**config.mk**
```make
export PLATFORM = sky130hd
export DESIGN_NAME = chroma_key_mixer_flat
export DESIGN_NICKNAME = d
export VERILOG_FILES = /design/src/rtl/chroma_key_mixer_if.sv /design/src/rtl/chroma_key_mixer.sv /design/src/flat_wrapper.sv
export SDC_FILE = /design/constraint.sdc
export NUM_CORES = 1
export LEC_CHECK = 0
export ABC_CLOCK_PERIOD_IN_PS = 4500
export BUFFER_PORTS_ARGS = -buffer_cell sky130_fd_sc_hd__buf_4
export CORE_MARGIN = 4
export CORE_UTILIZATION = 30
export DETAILED_ROUTE_END_ITERATION = 8
export SLEW_MARGIN = 30
export SYNTH_ARGS = -nofsm -noshare
export SYNTH_HDL_FRONTEND = slang
export SYNTH_SLANG_ARGS = --single-unit
```
**constraint.sdc**
```tcl
create_clock -name iCLK -period 4.5 [get_ports iCLK]
set_input_delay 0.45 -clock iCLK [delete_from_list [all_inputs] [get_ports iCLK]]
set_output_delay 0.45 -clock iCLK [all_outputs]
set_load 0.01 [all_outputs]
```
**src/rtl/chroma_key_mixer_if.sv**
```systemverilog
// chroma_key_mixer_if: pixel, keying config and frame status bundle for chroma_key_mixer
interface chroma_key_mixer_if #(
   parameter int COLOR_W = 10,
   parameter int CNT_W = 20
);
   logic [COLOR_W-1:0] iFG_R, iFG_G, iFG_B;
   logic [COLOR_W-1:0] iBG_R, iBG_G, iBG_B;
   logic iFG_VALID, iFG_SOF;
   logic [1:0] iMODE;
   logic [COLOR_W-1:0] iKEY_MIN, iMARGIN;
   logic iSPILL_EN;
   logic [COLOR_W-1:0] oR, oG, oB;
   logic oVALID, oSOF, oKEY, oFRAME_DONE;
   logic [CNT_W-1:0] oKEY_COUNT;
   modport master (
      output iFG_R, iFG_G, iFG_B, iBG_R, iBG_G, iBG_B, iFG_VALID, iFG_SOF,
      output iMODE, iKEY_MIN, iMARGIN, iSPILL_EN,
      input oR, oG, oB, oVALID, oSOF, oKEY, oKEY_COUNT, oFRAME_DONE
   );
   modport slave (
      input iFG_R, iFG_G, iFG_B, iBG_R, iBG_G, iBG_B, iFG_VALID, iFG_SOF,
      input iMODE, iKEY_MIN, iMARGIN, iSPILL_EN,
      output oR, oG, oB, oVALID, oSOF, oKEY, oKEY_COUNT, oFRAME_DONE
   );
endinterface

```
**src/rtl/chroma_key_mixer.sv**
```systemverilog
// chroma_key_mixer: 3-stage green/blue-screen compositor with per-frame config shadowing and keyed-pixel count
module chroma_key_mixer #(
   parameter int COLOR_W = 10,
   parameter int CNT_W = 20
) (
   input logic iCLK,
   input logic iRST,
   chroma_key_mixer_if.slave bus
);
   typedef logic [COLOR_W-1:0] chanT;
   logic [1:0] modeSh, modeCur;
   chanT keyMinSh, marginSh, keyMinCur, marginCur;
   logic spillSh, spillCur, sofIn;
   logic s1Valid, s1Sof, s1Spill;
   logic [1:0] s1Mode;
   chanT s1FgR, s1FgG, s1FgB, s1BgR, s1BgG, s1BgB, s1KeyMin, s1Margin;
   chanT s1K, s1O2, s1M;
   logic [COLOR_W:0] s1D;
   logic s1Key, s1SpillHit;
   logic s2Valid, s2Sof, s2Key, s2SpillHit;
   logic [1:0] s2Mode;
   chanT s2FgR, s2FgG, s2FgB, s2BgR, s2BgG, s2BgB, s2M;
   logic [3*COLOR_W-1:0] nPix, outPix;
   logic outValid, outSof, outKey, frameDone, firstSeen;
   logic [CNT_W-1:0] runCnt, keyCount;
   // the SOF pixel itself must already see the freshly loaded config
   assign sofIn = bus.iFG_VALID & bus.iFG_SOF;
   assign modeCur = sofIn ? bus.iMODE : modeSh;
   assign keyMinCur = sofIn ? bus.iKEY_MIN : keyMinSh;
   assign marginCur = sofIn ? bus.iMARGIN : marginSh;
   assign spillCur = sofIn ? bus.iSPILL_EN : spillSh;
   always_ff @(posedge iCLK) begin
      if (iRST) begin
         modeSh <= '0;
         keyMinSh <= '0;
         marginSh <= '0;
         spillSh <= 1'b0;
         s1Valid <= 1'b0;
         s1Sof <= 1'b0;
      end else begin
         modeSh <= modeCur;
         keyMinSh <= keyMinCur;
         marginSh <= marginCur;
         spillSh <= spillCur;
         s1Valid <= bus.iFG_VALID;
         s1Sof <= sofIn;
      end
   end
   always_ff @(posedge iCLK) begin
      if (bus.iFG_VALID) begin
         {s1FgR, s1FgG, s1FgB} <= {bus.iFG_R, bus.iFG_G, bus.iFG_B};
         {s1BgR, s1BgG, s1BgB} <= {bus.iBG_R, bus.iBG_G, bus.iBG_B};
         s1Mode <= modeCur;
         s1KeyMin <= keyMinCur;
         s1Margin <= marginCur;
         s1Spill <= spillCur;
      end
   end
   assign s1K = s1Mode == 2'd2 ? s1FgB : s1FgG;
   assign s1O2 = s1Mode == 2'd2 ? s1FgG : s1FgB;
   assign s1M = s1FgR > s1O2 ? s1FgR : s1O2;
   assign s1D = {1'b0, s1K} - {1'b0, s1M};
   assign s1Key = (s1Mode != 2'd0) & (s1K >= s1KeyMin) & ($signed(s1D) > $signed({1'b0, s1Margin}));
   assign s1SpillHit = s1Spill & (s1Mode == 2'd1 | s1Mode == 2'd2) & (s1K > s1M);
   always_ff @(posedge iCLK) begin
      if (iRST) begin
         s2Valid <= 1'b0;
         s2Sof <= 1'b0;
      end else begin
         s2Valid <= s1Valid;
         s2Sof <= s1Sof;
      end
   end
   always_ff @(posedge iCLK) begin
      if (s1Valid) begin
         {s2FgR, s2FgG, s2FgB} <= {s1FgR, s1FgG, s1FgB};
         {s2BgR, s2BgG, s2BgB} <= {s1BgR, s1BgG, s1BgB};
         s2Mode <= s1Mode;
         s2Key <= s1Key;
         s2SpillHit <= s1SpillHit;
         s2M <= s1M;
      end
   end
   always_comb begin
      nPix = {s2FgR, (s2SpillHit & ~s2Mode[1]) ? s2M : s2FgG, (s2SpillHit & s2Mode[1]) ? s2M : s2FgB};
      nPix = s2Key ? {s2BgR, s2BgG, s2BgB} : nPix;
      nPix = s2Mode == 2'd3 ? {3*COLOR_W{s2Key}} : nPix;
   end
   // counting runs on the pixel entering the output register so the status lines up with oSOF
   always_ff @(posedge iCLK) begin
      if (iRST) begin
         outPix <= '0;
         outValid <= 1'b0;
         outSof <= 1'b0;
         outKey <= 1'b0;
         frameDone <= 1'b0;
         firstSeen <= 1'b0;
         runCnt <= '0;
         keyCount <= '0;
      end else begin
         outValid <= s2Valid;
         outSof <= s2Sof;
         frameDone <= s2Valid & s2Sof & firstSeen;
         if (s2Valid) begin
            outPix <= nPix;
            outKey <= s2Key;
            if (s2Sof) begin
               keyCount <= firstSeen ? runCnt : keyCount;
               runCnt <= CNT_W'(s2Key);
               firstSeen <= 1'b1;
            end else begin
               runCnt <= &runCnt ? runCnt : runCnt + CNT_W'(s2Key);
            end
         end
      end
   end
   assign {bus.oR, bus.oG, bus.oB} = outPix;
   assign bus.oVALID = outValid;
   assign bus.oSOF = outSof;
   assign bus.oKEY = outKey;
   assign bus.oKEY_COUNT = keyCount;
   assign bus.oFRAME_DONE = frameDone;
endmodule

```
**src/flat_wrapper.sv**
```systemverilog
// flat-port wrapper written by rule: the top's interface ports become plain ports
module chroma_key_mixer_flat 
#(
   parameter int COLOR_W = 10,
   parameter int CNT_W = 20
)
  (iCLK, iRST, bus_iFG_R, bus_iFG_G, bus_iFG_B, bus_iBG_R, bus_iBG_G, bus_iBG_B, bus_iFG_VALID, bus_iFG_SOF, bus_iMODE, bus_iKEY_MIN, bus_iMARGIN, bus_iSPILL_EN, bus_oR, bus_oG, bus_oB, bus_oVALID, bus_oSOF, bus_oKEY, bus_oKEY_COUNT, bus_oFRAME_DONE);
  chroma_key_mixer_if #(.COLOR_W(COLOR_W), .CNT_W(CNT_W)) bus_i ();
  input logic iCLK;
  input logic iRST;
  input wire logic [$bits(bus_i.iFG_R)-1:0] bus_iFG_R;
  input wire logic [$bits(bus_i.iFG_G)-1:0] bus_iFG_G;
  input wire logic [$bits(bus_i.iFG_B)-1:0] bus_iFG_B;
  input wire logic [$bits(bus_i.iBG_R)-1:0] bus_iBG_R;
  input wire logic [$bits(bus_i.iBG_G)-1:0] bus_iBG_G;
  input wire logic [$bits(bus_i.iBG_B)-1:0] bus_iBG_B;
  input wire logic [$bits(bus_i.iFG_VALID)-1:0] bus_iFG_VALID;
  input wire logic [$bits(bus_i.iFG_SOF)-1:0] bus_iFG_SOF;
  input wire logic [$bits(bus_i.iMODE)-1:0] bus_iMODE;
  input wire logic [$bits(bus_i.iKEY_MIN)-1:0] bus_iKEY_MIN;
  input wire logic [$bits(bus_i.iMARGIN)-1:0] bus_iMARGIN;
  input wire logic [$bits(bus_i.iSPILL_EN)-1:0] bus_iSPILL_EN;
  output wire logic [$bits(bus_i.oR)-1:0] bus_oR;
  output wire logic [$bits(bus_i.oG)-1:0] bus_oG;
  output wire logic [$bits(bus_i.oB)-1:0] bus_oB;
  output wire logic [$bits(bus_i.oVALID)-1:0] bus_oVALID;
  output wire logic [$bits(bus_i.oSOF)-1:0] bus_oSOF;
  output wire logic [$bits(bus_i.oKEY)-1:0] bus_oKEY;
  output wire logic [$bits(bus_i.oKEY_COUNT)-1:0] bus_oKEY_COUNT;
  output wire logic [$bits(bus_i.oFRAME_DONE)-1:0] bus_oFRAME_DONE;
  assign bus_i.iFG_R = bus_iFG_R;
  assign bus_i.iFG_G = bus_iFG_G;
  assign bus_i.iFG_B = bus_iFG_B;
  assign bus_i.iBG_R = bus_iBG_R;
  assign bus_i.iBG_G = bus_iBG_G;
  assign bus_i.iBG_B = bus_iBG_B;
  assign bus_i.iFG_VALID = bus_iFG_VALID;
  assign bus_i.iFG_SOF = bus_iFG_SOF;
  assign bus_i.iMODE = bus_iMODE;
  assign bus_i.iKEY_MIN = bus_iKEY_MIN;
  assign bus_i.iMARGIN = bus_iMARGIN;
  assign bus_i.iSPILL_EN = bus_iSPILL_EN;
  assign bus_oR = bus_i.oR;
  assign bus_oG = bus_i.oG;
  assign bus_oB = bus_i.oB;
  assign bus_oVALID = bus_i.oVALID;
  assign bus_oSOF = bus_i.oSOF;
  assign bus_oKEY = bus_i.oKEY;
  assign bus_oKEY_COUNT = bus_i.oKEY_COUNT;
  assign bus_oFRAME_DONE = bus_i.oFRAME_DONE;
  chroma_key_mixer #(.COLOR_W(COLOR_W), .CNT_W(CNT_W)) u_core (.iCLK(iCLK), .iRST(iRST), .bus(bus_i));
endmodule
```
# Word-level counts from Yosys, hierarchy flattened
# Index checks and enable logic that the tools add are counted.
# Widths: inputs -> output; s select.
# op_classes
n_reduce_logical	5
mux	13
magnitude_cmp	4
n_eq_ne	4
n_addsub	2
bitwise	11
# ops
op	n
$mux 10	7
$mux 30	2
$mux 20	2
$add 20x1->20	1
$gt 10x10->1	2
$reduce_and 20->1	1
$gt 11x11->1	1
$sub 10x10->11	1
$ge 10x10->1	1
$and 1x1->1	9
$eq 2x2->1 const B	2
$reduce_and 2->1	2
$reduce_and 3->1	1
$eq 2x1->1 const B	1
$mux 2	1
$ne 2x1->1 const B	1
$reduce_bool 2->1	1
$mux 1	1
$not 1->1	1
$or 1x1->1	1
# word_totals
out_inout_bits	54
regBits	259
wordCells	75

# Depth between registers and ports, before layout
# Gate-level depths: netlist (run 1).
# logic_depth
depth_word	7
depth_mapped	24
depth_no_buf	23

# Least setup slack after synthesis (run 1)
# Ideal clock, no wire load.
# synth_path
kind	register -> register
startpoint	reg u_core.s1Mode[0]
endpoint	reg u_core.s2Key, data pin
setup_time_ns	0.267
t_required_ns	4.233
path_buffers	1
arrival_time_ns	4.506
path_stages_with_launch	24
setup_slack_ns	-0.274
synth_period_minus_slack_ns	4.774
path_cell_list	edfxtp_1 -> inv_1 -> ha_1 -> buf_2 -> mux2_2 -> inv_1 -> ha_1 -> nor2b_1 -> o211ai_1 -> a21oi_1 -> o31ai_4 -> mux2_2 -> ha_1 -> fa_1 -> nor2b_1 -> o31ai_1 -> a21oi_1 -> nor2_1 -> xnor2_1 -> ha_1 -> nand3_1 -> nand2_1 -> nor4b_1 -> a211oi_1
# synth_between
elab_chain_len	7
elab_cells_between_ends	11
classes_between	1 x add/sub; 3 x order compare; 1 x eq/ne; 3 x mux; 2 x bitwise; 1 x reduce/logical
# synth_lines
element	line_no	source
start, declared	chroma_key_mixer.sv:15	logic [1:0] s1Mode;
start signal, assigned	chroma_key_mixer.sv:53	s1Mode <= modeCur;
$eq 2x2->1 (*)	chroma_key_mixer.sv:60	assign s1O2 = s1Mode == 2'd2 ? s1FgG : s1FgB;
$mux 10 (*)	chroma_key_mixer.sv:60	
$gt 10x10->1	chroma_key_mixer.sv:61	assign s1M = s1FgR > s1O2 ? s1FgR : s1O2;
$mux 10 (*)	chroma_key_mixer.sv:61	
net u_core.s1M[0]	chroma_key_mixer.sv:17	chanT s1K, s1O2, s1M;
$sub 10x10->11 (*)	chroma_key_mixer.sv:62	assign s1D = {1'b0, s1K} - {1'b0, s1M};
$gt 11x11->1 (*)	chroma_key_mixer.sv:63	assign s1Key = (s1Mode != 2'd0) & (s1K >= s1KeyMin) & ($signed(s1D) > $signed({1'b0, s1Margin}));
$and 1x1->1 (*)	chroma_key_mixer.sv:63	
net u_core.s1Key	chroma_key_mixer.sv:19	logic s1Key, s1SpillHit;
end signal, assigned	chroma_key_mixer.sv:79	s2Key <= s1Key;
end, declared	chroma_key_mixer.sv:20	logic s2Valid, s2Sof, s2Key, s2SpillHit;
# The timed path passes the listed nets; every way through them passes the cells marked *.
# A chain may end at the register's enable or synchronous reset.

# Worst setup path after layout (run 1)
# Same ends and word-level chain as after synthesis.

==> run summary, run 1 <==
# diodes: 0
initial antenna violation count: 0
CP Data Required Time: 4840 ps
Avg Cell Area, Syn: 12.8 sq um
initial drt markers: 292
WP buf/inv: 5
failing checks: setup timing
die height: 198 um
flops & latches, synth: 259
net total in the final layout: 1181
worst hold path type: input port to flop
Num CTS Buffers: 34
Final Wtd Congestion: 0.839
Synth Net Count: 982
die width: 198 um
crit path kind: flop to flop
area delta synth->final: 30.6%
Slew HR: 47.7%
Fin Clk Skew: 24.1 ps
CTS Root Cell: clkbuf_16
GRT Util Overall: 13.4%
post-route ant nets: 0
row cnt: 69
first-pass GRT wire length: 41100 um
post-synthesis cell area: 10900 sq um
pwr/cell area: 457 nW/um^2
hold path depth: 1
final non-filler cell total: 1535
YS warnings: 0
Tightest Pin Transition: 782 ps
Max VDD drop: 0.235 mV
pin count of the biggest net entering global routing: 86
drt first pass iters: 4
H-tree Lvls: 2
vias in the first global route: 7154
critical path's slowest cell: edfxtp_1
setup violators final: 1
Max Root-Sink Buffers: 3
Synth area leader: edfxtp_1
final number of max-transition violations: 0
dominant cells by area after synthesis: edfxtp_1, dfxtp_1, mux2_2
Final Cycle Share: 104%
Leak: 5.58 nW
setup TNS: -166 ps
fin crit period: 4670 ps
clock share of power: 40.4%
routed vias: 7112
max cap viols: 0
r2r worst-path depth: 25
CTS clk-pin slew, worst paths: 60 ps
routed wire length: 27000 um
Seq/Total Area, Yosys: 62.1%
top post-synthesis cells by count: edfxtp_1, dfxtp_1, nand2_1
RSZ-0062 raised after global routing: true
CP max stage delay: 390 ps
remaining design rule violation count: 0
largest fanout on the critical path: 6
core outline area: 35700 sq um
Crit. End Element: flop
fin util: 39.8%
Post-synth top flop: edfxtp_1
Fmax: 214 MHz
critical path's top delay family: adder cells
layout cells sized above 1: 33.1%
Post-Synthesis Cells: 850
Internal: 4.87 mW
Sw Share: 25.0%
CTS sink count: 259
DIE AREA: 39400 sq um
critical path depth: 25
synth unique cells: 57
Post-synth ARST share: 0%
Inst Count DP: 1451
Worst EP arrival: 5000 ps
cts hold-fix bufs: 0
gr ovfl total: 0
setup ws final: -166 ps
most common cell in the netlist: edfxtp_1
Initial Util: 30.5%
part of the power in combinational logic: 17.1%
vias per cell: 4.63
num ports: 141
Sequential Power Share: 42.5%
# port buffers: 140
Avg WL per Cell: 17.6 um
Post-synth EDFFs: 157
Final Hold Fails: 0
switching pwr: 1.62 mW
later-pin clock latency in the skew report: 510 ps
Final HPWL DP: 18600 um
Synth top area share: 43.3%
status: complete, but fails checks
CTS tree: built
startpoint types: flop
[area by class of cell]
cell class	instances	area, sq um
clock inverters	13	109
flip-flops and latches	259	6760
fillers	3364	21400
well taps	461	577
repair buffers	204	1580
clock buffers	48	997
inverters	39	146
multi-input cells	511	4040
[cell usage in the layout, fill, tap and decap left out, types with 35 or more instances in the layout]
cell and n:
nor2_1 35, buf_4 192, clkbuf_16 37, a21oi_1 47, edfxtp_1 157, mux2_2 44, nand2_1 52, dfxtp_1 100
ha_1 36, mux2i_1 41
[what timing repair did]
item | 4_1_cts | 5_1_grt
buffers inserted | 11 | 12
resized for setup | 34 | 15
endpoints found under the setup margin | 1 | 1
pin swaps | 22 | 12
cloned | 0 | 0
[sequential cells by signal, summed over array words and instances (netlist names), 10 cells and up]
| signal | count |
|---|---|
| u_core.s1KeyMin | 10 |
| u_core.s1Margin | 10 |
| u_core.s2BgG | 10 |
| u_core.marginSh | 10 |
| u_core.s2M | 10 |
| u_core.s2BgR | 10 |
| u_core.s1FgR | 10 |
| u_core.keyMinSh | 10 |
| u_core.runCnt | 20 |
| u_core.s1BgB | 10 |
| u_core.s1FgG | 10 |
| u_core.s1BgR | 10 |
| u_core.s1BgG | 10 |
| u_core.s2FgG | 10 |
| u_core.s2FgB | 10 |
| u_core.outPix | 30 |
| u_core.s2BgB | 10 |
| u_core.bus.oKEY_COUNT | 20 |
| u_core.s2FgR | 10 |
| u_core.s1FgB | 10 |
[cell families after synthesis]
family                   count (synthesis)  share of synthesized area [%]
AO/OA/AOI/OAI                          152                           9.20
multiplexers                            95                           9.34
adder cells (fa/ha/maj)                 45                           5.24
buffers and inverters                   80                           2.94
AND/OR/NAND/NOR                        199                           9.57
XOR/XNOR                                20                           1.61
flip-flops                             259                           62.1
[stage by stage]
step / power [mW] / setup slack (ps) / hold WS [ps] / instance area, sq um
after floorplan: 3.37 / -90.4 / 400 / 10900
after global placement: 3.76 / -249 / 403 / 12700
after global routing: 6.80 / -473 / 90.1 / 14200
after CTS: 6.53 / -155 / 85.1 / 14000
final: 6.49 / -166 / 113 / 14200
after detailed placement: 3.77 / -369 / 405 / 12700
[path summary, 6_finish.rpt]
check	slack [ps]	startpoint	to
worst max-delay path	-170	u_core.s1Mode[0]	u_core.s2Key
worst min-delay path	110	bus_iBG_B[5]	u_core.s1BgB[5]
worst max register to register	-170	u_core.s1Mode[0]	u_core.s2Key
worst min register to register	410	u_core.s1BgG[6]	u_core.s2BgG[6]
[worst reg2reg max path, delay by kind of cell, from the launching register on]
family                     cells  cell delay, ps
AOI/OAI and AO/OA              7            1040
xor gates and xnor gates       1             130
adders and majority gates      5            1270
buffers and inverters          5             580
DFF                            1             390
muxes                          2             610
and+or+nand+nor                5             470
[power by group through the flow]
stage | Combinational (mW) | Clock, mW | Sequential [mW]
after global placement | 0.956 | 0 | 2.80
final | 1.11 | 2.62 | 2.76
after floorplan | 0.590 | 0 | 2.78
after global routing | 1.22 | 2.81 | 2.77
after CTS | 1.06 | 2.70 | 2.76
after detailed placement | 0.966 | 0 | 2.81
[per-layer routing]
| layer | track usage (%) | vias to the layer above | routed length (um) |
|---|---|---|---|
| met5 | 0 | - | 0 |
| met4 | 3.57 | 0 | 489 |
| met3 | 2.71 | 39 | 1210 |
| met2 | 21.8 | 130 | 12700 |
| met1 | 18.5 | 3423 | 12600 |
| li1 | - | 3520 | - |
Note: power is estimated with default switching activity, not from simulation.
==> run 2, diff against run 1 <==
--- a/config.mk
+++ b/config.mk
@@ -5,6 +5,7 @@
 export SDC_FILE = /design/constraint.sdc
 export NUM_CORES = 1
 export LEC_CHECK = 0
+export ABC_AREA = 1
 export ABC_CLOCK_PERIOD_IN_PS = 4500
 export BUFFER_PORTS_ARGS = -buffer_cell sky130_fd_sc_hd__buf_4
 export CORE_MARGIN = 4
==> run 2 against run 1 <==
Compared with the run above:
- die area up 3.2%
- maximum frequency up 9.4%
- largest cell class unchanged
- worst setup slack better by 400 ps
- synthesized cell count up 36%
- the run now ends clean
==> run summary, run 2 <==
status: completed
CTS tree: built
Synth top area share: 42.0% (-1.4 points)
most common cell in the netlist: nand2_1
Post-synth ARST share: 0% (unchanged)
pre-CTS setup slack: -46.9 ps (+323 ps)
H-tree Lvls: 1 (-1)
post-synthesis cell area: 11200 sq um (+3.3%)
gr ovfl total: 0 (unchanged)
pwr/cell area: 428 nW/um^2 (-6.3%)
YS warnings: 0 (unchanged)
# diodes: 0 (unchanged)
CP max stage delay: 430 ps (+40 ps)
crit path kind: flop to flop
vias per cell: 4.51 (-2.8%)
drt first pass iters: 5 (+1)
routed length on met3: 1010 um (-16%)
Avg WL per Cell: 16.1 um (-8.8%)
net total in the final layout: 1447 (+23%)
synth unique cells: 38 (-33%)
fin crit period: 4270 ps (-400 ps)
area post-placement: 12900 sq um (+1.2%)
worst hold path type: input port to flop
fin util: 38.6% (-1.2 points)
Fillers: 3650 (+8.5%)
die height: 202 um (+1.6%)
Reg2Reg Setup Slack: 230 ps (+400 ps)
Reg with most FFs: u_core.outPix
num ports: 141 (unchanged)
Avg Cell Area, Syn: 9.76 sq um (-24%)
Max Root-Sink Buffers: 3 (unchanged)
first-pass GRT wire length: 43800 um (+6.6%)
startpoint types: flop
cell mode on critical path: nor2_1
Slew HR: 46.1% (-1.6 points)
top layer in use: met4
setup violators final: 0 (-1)
CP Data Required Time: 4820 ps (-20 ps)
# port buffers: 140 (unchanged)
Post-synth top flop: edfxtp_1
Post-synth EDFFs: 157 (unchanged)
Initial Util: 30.6% (+0.036 points)
initial drt markers: 376 (+29%)
Final Wtd Congestion: 0.888 (+5.8%)
Leak: 6.03 nW (+8.2%)
Worst EP arrival: 4590 ps (-410 ps)
max cap viols: 0 (unchanged)
critical path's slowest cell: edfxtp_1
dominant cells by area after synthesis: edfxtp_1, dfxtp_1, nand2_1
Routed met1 length: 12700 um (+0.44%)
pin count of the biggest net entering global routing: 64 (-26%)
CTS clk-pin slew, worst paths: 60 ps (about the same)
Synth area leader: edfxtp_1
max FFs per register: 30 (unchanged)
met2 WL: 14400 um (+13%)
routed vias: 8132 (+14%)
Max VDD drop: 0.288 mV (+23%)
remaining design rule violation count: 0 (unchanged)
setup ws final: 234 ps (+400 ps)
core outline area: 36800 sq um (+3.2%)
Num CTS Buffers: 29 (-15%)
Fin Clk Skew: 20.8 ps (-3.26 ps)
Crit. End Element: flop
CTS sink count: 259 (unchanged)
Final HPWL DP: 20900 um (+12%)
post-route ant nets: 0 (unchanged)
Post-Synthesis Cells: 1152 (+36%)
die width: 202 um (+1.6%)
Final Hold Fails: 0 (unchanged)
Tightest Pin Transition: 800 ps (+18.1 ps)
final number of max-transition violations: 0 (unchanged)
top post-synthesis cells by count: nand2_1, inv_1, edfxtp_1
row cnt: 70 (+1.4%)
initial antenna violation count: 0 (unchanged)
flops & latches, synth: 259 (unchanged)
vias in the first global route: 7906 (+11%)
commonest cells after routing, fill and taps aside: nand2_1, buf_4, inv_1
area delta synth->final: 26.5%
Seq/Total Area, Yosys: 60.1% (-2.0 points)
Fmax: 234 MHz (+9.4%)
largest fanout on the critical path: 5 (-1)
design area: 14200 sq um (about the same)
most common cell after layout, fill and taps aside: nand2_1
CTS Root Cell: clkbuf_16
routed wire length: 29000 um (+7.3%)
Synth Net Count: 1284 (+31%)
GRT Util Overall: 13.5% (+0.085 points)
DIE AREA: 40600 sq um (+3.2%)
later-pin clock latency in the skew report: 580 ps (+70 ps)
layout cells sized above 1: 22.9% (-10 points)
Final Cycle Share: 94.8% (-8.9 points)
[run 2: changes by cell type after synthesis, moves of 32 or more]
cell | previous run | this run
nor2_1 | 37 | 87
o21ai_0 | 18 | 98
nand2_1 | 53 | 230
mux2i_1 | 43 | 11
nor2b_1 | 33 | 0
inv_1 | 39 | 165
mux2_2 | 51 | 0
nand3_1 | 9 | 49
[run 2: area by class of cell]
class                           count  area (sq um)  share of cell area [%]
Sequential cell                   259          6760                    47.5
Multi-Input combinational cell    684          3970                    27.9
Timing Repair Buffer              174          1390                    9.76
Clock buffer                       36           752                    5.29
Inverter                          167           627                    4.41
Tap cell                          468           586                    4.12
Clock inverter                     17           133                   0.933
[run 2: per-layer routing]
metal	vias to the layer above	GRT usage, %
met5	-	0
met3	60	2.42
met2	145	23.7
met4	0	3.52
li1	4156	-
met1	3771	17.2
[run 2: repair_timing]
action | 4_1_cts | 5_1_grt
buffers inserted | 0 | 7
gates resized for setup | 6 | 76
gates cloned | 0 | 6
hold buffers | 0 | 0
endpoints found under the setup margin | 1 | 1
pin swaps | 0 | 29
[run 2: worst max-delay path: cells and delay by family (launching register included)]
kind            cells  cell delay [ps]
buf+inv             4              350
simple gates       14             1150
compound gates      5              500
fa+ha+maj           5             1440
flops               1              430
xor+xnor            1              170
[run 2: worst paths after layout]
check | from | end | cells after the start
worst max register to register | u_core.s1Mode[1] | u_core.s2Key | 29
worst min register to register | u_core.s1Sof | u_core.s2Sof | 2
worst max-delay path | u_core.s1Mode[1] | u_core.s2Key | 29
worst min-delay path | bus_iBG_G[6] | u_core.s1BgG[6] | 1
[run 2: kinds of logic (layout without fill, tap and decap cells)]
family | Yosys count | count (layout) | synth area share, %
compound gates | 197 | 197 | 9.53
xor+xnor | 11 | 11 | 0.857
fa+ha+maj | 45 | 45 | 5.08
buf+inv | 210 | 394 | 7.30
flops | 259 | 259 | 60.1
mux | 11 | 11 | 0.980
simple gates | 419 | 420 | 16.1
[run 2: through the flow]
step                total power, mW  hold WS [ps]  TNS, ps  instances
global placement               3.73           393        0       1738
finish                         6.08          49.0        0       1805
detailed placement             3.75           397    -46.9       1738
CTS                            5.99          7.19        0       1791
global route                   6.41          15.3    -76.1       1805
floorplan                      3.39           388        0       1152
[run 2: power by group]
part	total (mW)	internal, mW	switching (mW)
sequential	2.77	2.69	0.0837
clock	2.21	1.25	0.958
combinational	1.10	0.467	0.633
total	6.08	4.41	1.68
